File: src/rtl/seq_mult_bcd.sv
// rtl/seq_mult_bcd.sv - signed shift-add multiplier with double-dabble BCD and scrollable digit window
// Define SEQ_MULT_BLANK_EN to show leading zero digits as the blank code 4'hF.
module seq_mult_bcd #(
    parameter int WIDTH  = 8,
    parameter int DIGITS = 5,
    parameter int WIN    = 3,
    localparam int WPW   = (DIGITS - WIN + 1 > 1) ? $clog2(DIGITS - WIN + 1) : 1
) (
    input  logic                  clk,
    input  logic                  rst,
    input  logic                  start,
    input  logic [WIDTH-1:0]      mp,
    input  logic [WIDTH-1:0]      mc,
    input  logic                  scroll_l,
    input  logic                  scroll_r,
    output logic                  busy,
    output logic                  done,
    output logic [2*WIDTH-1:0]    product,
    output logic                  sign,
    output logic                  zero,
    output logic [4*DIGITS-1:0]   bcd,
    output logic [4*WIN-1:0]      win_bcd,
    output logic [WPW-1:0]        win_pos
);

    localparam int CW = $clog2(2 * WIDTH);
    localparam logic [CW-1:0]  MULT_LAST = CW'(WIDTH - 1);
    localparam logic [CW-1:0]  CONV_LAST = CW'(2 * WIDTH - 1);
    localparam logic [WPW-1:0] POS_MAX   = WPW'(DIGITS - WIN);

    typedef enum logic [1:0] {S_IDLE, S_MULT, S_CONV, S_DONE} state_t;

    state_t                 state, state_n;
    logic [CW-1:0]          cnt;
    logic [2*WIDTH:0]       acc;
    logic [WIDTH-1:0]       mc_mag;
    logic                   sgn;
    logic [WIDTH:0]         mult_sum;
    logic [4*DIGITS-1:0]    work;
    logic [4*DIGITS-1:0]    work_adj;
    logic [4*DIGITS-1:0]    bcd_fmt;
    logic [2*WIDTH-1:0]     mag;
    logic [2*WIDTH-1:0]     mag_neg;
    logic                   res_zero;
    logic                   res_sign;

    function automatic logic [WIDTH-1:0] abs_w(input logic [WIDTH-1:0] v);
        return v[WIDTH-1] ? (~v + 1'b1) : v;
    endfunction

    always_ff @(posedge clk) begin
        if (rst) state <= S_IDLE;
        else     state <= state_n;
    end

    always_comb begin
        state_n = state;
        case (state)
            S_IDLE: if (start)            state_n = S_MULT;
            S_MULT: if (cnt == MULT_LAST) state_n = S_CONV;
            S_CONV: if (cnt == CONV_LAST) state_n = S_DONE;
            S_DONE:                       state_n = S_IDLE;
            default:                      state_n = S_IDLE;
        endcase
    end

    assign busy = (state == S_MULT) || (state == S_CONV);

    // Multiplier sits in the low half of acc; partial sums build up in the upper half.
    assign mult_sum = acc[2*WIDTH:WIDTH] + (acc[0] ? {1'b0, mc_mag} : {(WIDTH+1){1'b0}});
    assign mag      = acc[2*WIDTH-1:0];
    assign mag_neg  = ~mag + {{(2*WIDTH-1){1'b0}}, 1'b1};
    assign res_zero = ~|mag;
    assign res_sign = sgn & ~res_zero;

    always_comb begin
        work_adj = work;
        for (int i = 0; i < DIGITS; i++) begin
            if (work[4*i +: 4] >= 4'd5) work_adj[4*i +: 4] = work[4*i +: 4] + 4'd3;
        end
    end

`ifdef SEQ_MULT_BLANK_EN
    logic lead;
    always_comb begin
        bcd_fmt = work;
        lead    = 1'b1;
        for (int i = DIGITS - 1; i >= 1; i--) begin
            if (work[4*i +: 4] != 4'd0) lead = 1'b0;
            if (lead) bcd_fmt[4*i +: 4] = 4'hF;
        end
    end
`else
    assign bcd_fmt = work;
`endif

    always_ff @(posedge clk) begin
        if (rst) begin
            cnt     <= '0;
            acc     <= '0;
            mc_mag  <= '0;
            sgn     <= 1'b0;
            work    <= '0;
            done    <= 1'b0;
            product <= '0;
            sign    <= 1'b0;
            zero    <= 1'b0;
            bcd     <= '0;
            win_pos <= '0;
        end else begin
            done <= 1'b0;
            case (state)
                S_IDLE: begin
                    if (start) begin
                        acc    <= {1'b0, {WIDTH{1'b0}}, abs_w(mp)};
                        mc_mag <= abs_w(mc);
                        sgn    <= mp[WIDTH-1] ^ mc[WIDTH-1];
                        cnt    <= '0;
                        work   <= '0;
                    end
                    if (scroll_l && !scroll_r && win_pos != POS_MAX)
                        win_pos <= win_pos + 1'b1;
                    else if (scroll_r && !scroll_l && win_pos != '0)
                        win_pos <= win_pos - 1'b1;
                end
                S_MULT: begin
                    acc <= {1'b0, mult_sum, acc[WIDTH-1:1]};
                    cnt <= (cnt == MULT_LAST) ? '0 : cnt + 1'b1;
                end
                S_CONV: begin
                    // Rotate the magnitude so it is intact again after 2*WIDTH steps.
                    work <= {work_adj[4*DIGITS-2:0], acc[2*WIDTH-1]};
                    acc  <= {acc[2*WIDTH], acc[2*WIDTH-2:0], acc[2*WIDTH-1]};
                    cnt  <= cnt + 1'b1;
                end
                S_DONE: begin
                    product <= res_sign ? mag_neg : mag;
                    sign    <= res_sign;
                    zero    <= res_zero;
                    bcd     <= bcd_fmt;
                    done    <= 1'b1;
                    win_pos <= '0;
                end
                default: ;
            endcase
        end
    end

    always_comb begin
        win_bcd = '0;
        for (int k = 0; k <= DIGITS - WIN; k++) begin
            if (win_pos == WPW'(k)) win_bcd = bcd[4*k +: 4*WIN];
        end
    end

endmodule
File: config.mk
export PLATFORM = sky130hd
export DESIGN_NAME = seq_mult_bcd
export DESIGN_NICKNAME = d
export VERILOG_FILES = /design/src/rtl/seq_mult_bcd.sv
export SDC_FILE = /design/constraint.sdc
export NUM_CORES = 1
export LEC_CHECK = 0
export ABC_CLOCK_PERIOD_IN_PS = 3900
export BUFFER_PORTS_ARGS = -buffer_cell sky130_fd_sc_hd__buf_4
export CORE_ASPECT_RATIO = 0.7
export CORE_MARGIN = 2
export CORE_UTILIZATION = 55
export DETAILED_ROUTE_END_ITERATION = 16
export HOLD_SLACK_MARGIN = 0.06
export PLACE_DENSITY = 0.77
export SYNTH_ARGS = -nofsm -noshare
export SYNTH_HDL_FRONTEND = slang
export SYNTH_SLANG_ARGS = --single-unit
File: constraint.sdc
create_clock -name clk -period 3.9 [get_ports clk]
set_clock_uncertainty 0.15 [all_clocks]
set_input_delay 0.39 -clock clk [delete_from_list [all_inputs] [get_ports clk]]
set_output_delay 0.39 -clock clk [all_outputs]
set_load 0.005 [all_outputs]
==> flow_summary.yaml <==
run_status:
  outcome: "complete, no violations"
timing:
  slew_headroom: 0.304
  final-setup-viol-count: 0
  hold-worst-slack_ns: 0.203
  hold_violations: 0
  rsz0062_at_grt: "false"
  slew_viol_final: 0
  fin_crit_sh: 0.718
  fin_crit_ns: 2.80
  fmax_mhz: 357
  tns_ns: 0
  tightest_slew_ns: 1.04
cts:
  clkLatencyLatePin_ns: 0.34
  cts_root_buf: "clkbuf_16"
  path_clk_slew_ns: 0.06
  cts_resized: 0
  htree_levels: 3
  cts_setup_buffers: 0
  cts_buffer_depth: 2
  cts_tree: "yes"
  ctsHoldBuffers: 0
  cts.sinks: 92
  cts_buffers: 9
yosys:
  ys_ff_latch: 92
  synth-main-ff-cell: "dfxtp_1"
  yosys_warnings: 0
  avgSynthCellArea_um2: 7.99
  synth_seq_area_share: 0.343
  yosysTopAreaCell: "dfxtp_1"
  yosysUniqueCellTypes: 53
  synthesis.area_mm2: 0.00537
  synth_edf_count: 0
  synth_cells: 672
  synth.area.top_cells: "dfxtp_1 (34%), nor2_1 (6.8%), ha_1 (6.8%)"
  synth_top_area_share: 0.343
  async_reset_ff_frac: 0
  synth_nets: 723
cells_and_area:
  drive_gt1_frac: 0.138
  syn2layout_area_growth_pct: 15.2
  n_antenna_cell: 0
  fin_nets: 763
  n_fill_cell: 846
  layout_common_cells: "nor2_1 (97), dfxtp_1 (92), buf_4 (76)"
  multi_input_area_mm2: 0.00322
  layout_commonest_cell: "nor2_1"
  regArea_mm2: 0.00184
global_route:
  grt_pass1_vias: 4372
  grt_overflow: 0
  grt_max_degree: 96
  grt_pass1_wl_um: 21900
  grtUsageTotal: 0.260
  antenna_found_initial: 0
power_and_ir_drop:
  leakage_nw: 2.39
  ir_worst_vdd_mv: 0.391
  power.density_mw_per_mm2: 538
route:
  route.detailed.drc: 0
  drt-vias-per-instance: 5.85
  vias: 4943
  wl_per_cell_um: 15.9
  wl_um: 13500
  ant_nets: 0
  drt_iter0_drc: 530
  drt_first_pass_iters: 6
floorplanning:
  initial_core_util: 0.558
  fp-row-count: 30
  core_area_mm2: 0.00961
  die_y_um: 86.6
  die-area_mm2: 0.0106
  die_width_um: 122
  io_pins: 75
worst_setup_path:
  worstPathRequired_ns: 3.97
  crit_type: "register to register"
  r2r-start: "state[0]"
  crit_fanout: 24
  startpoint: "state[0]"
  critPathArrivalTime_ns: 2.87
  crit_path_start_kind: "register"
  end_kind: "register"
placement:
  hpwl_um: 9680
  place.gp.congestion: 0.884
  port_buffers: 74
worst_hold_path:
  worst_hold_startpoint: "mc[0]"
  hp-class: "primary input to register"
flow_run:
  maxCapViolCount: 0
==> sequential cells by signal, indices dropped and copies added (netlist names), 2 cells and up <==
signal / flops
state: 2
product: 16
mc_mag: 8
bcd_fmt: 20
acc: 16
cnt: 4
win_pos: 2
bcd: 20
==> routing by layer <==
layer  up-vias  wire, µm  GRT usage
met4         0       116     0.0617
li1       2443         -          -
met2       208      5480      0.366
met5         -         0          0
met3        16      1140     0.0553
met1      2276      6740      0.402
==> power by group <==
group | internal, mW | switching (mW)
Sequential | 1.04 | 0.164
Combinational | 0.459 | 0.838
Clock | 0.467 | 0.354
==> cell usage after synthesis (2+ instances only) <==
library cell	count
a211oi_1	23
a21o_1	6
a21oi_1	49
a221o_1	4
a221oi_1	5
a22oi_1	11
a32oi_1	8
and2_1	10
buf_1	3
buf_2	6
buf_6	2
clkbuf_1	36
dfxtp_1	92
ha_1	29
inv_1	29
mux2i_1	29
nand2_1	66
nand2b_1	9
nand3_1	15
nand3b_1	3
nand4_1	2
nor2_1	97
nor2b_1	3
nor3_1	10
nor3b_1	4
nor4_1	5
nor4b_1	2
o211ai_1	11
o21ai_0	12
o21ai_1	22
o31a_1	2
o31ai_1	8
or3_1	4
xnor2_1	18
xor2_1	19
==> stage by stage <==
step | util | cell area [µm²] | total power, mW | worst slack [ns] | cells
finish | 0.643 | 6180 | 3.32 | 1.10 | 845
global placement | 0.614 | 5900 | 2.44 | 1.30 | 829
detailed placement | 0.614 | 5900 | 2.49 | 1.14 | 829
floorplan | - | 5370 | 2.20 | 1.45 | 672
CTS | 0.643 | 6180 | 3.31 | 1.11 | 845
global route | 0.643 | 6180 | 3.55 | 0.801 | 845
==> kinds of logic (layout without fill, tap and decap cells) <==
kind of cell	count (synthesis)	count (layout)	share of synthesized area
XOR/XNOR	37	37	0.0604
AO/OA/AOI/OAI	173	173	0.216
multiplexers	29	29	0.0541
adder cells (fa/ha/maj)	30	30	0.0713
AND/OR/NAND/NOR	234	234	0.197
buffers and inverters	77	122	0.0581
flip-flops	92	92	0.343
==> final cells by class <==
cell class / count / share of cell area
clock inverters: 3 / 0.00344
clock buffers: 13 / 0.0421
inverters: 30 / 0.0182
well taps: 128 / 0.0259
flip-flops and latches: 92 / 0.298
multi-input cells: 503 / 0.520
repair buffers: 76 / 0.0923
==> path summary, 6_finish.rpt <==
check	to	slack [ns]	cells past startpoint
worst max-delay path	acc[3]	1.10	6
worst min register to register	mc_mag[7]	0.31	2
worst min-delay path	mc_mag[0]	0.20	3
worst max register to register	acc[3]	1.10	6
==> critical path: stages (launching register included) <==
cell       delay [ns]
dfxtp_1          0.37
inv_1            0.09
ha_1             0.31
and2_1           0.37
a21oi_2          0.84
a221oi_1         0.14
a2111oi_0        0.41
No activity file was read; power rests on OpenSTA's default activity.
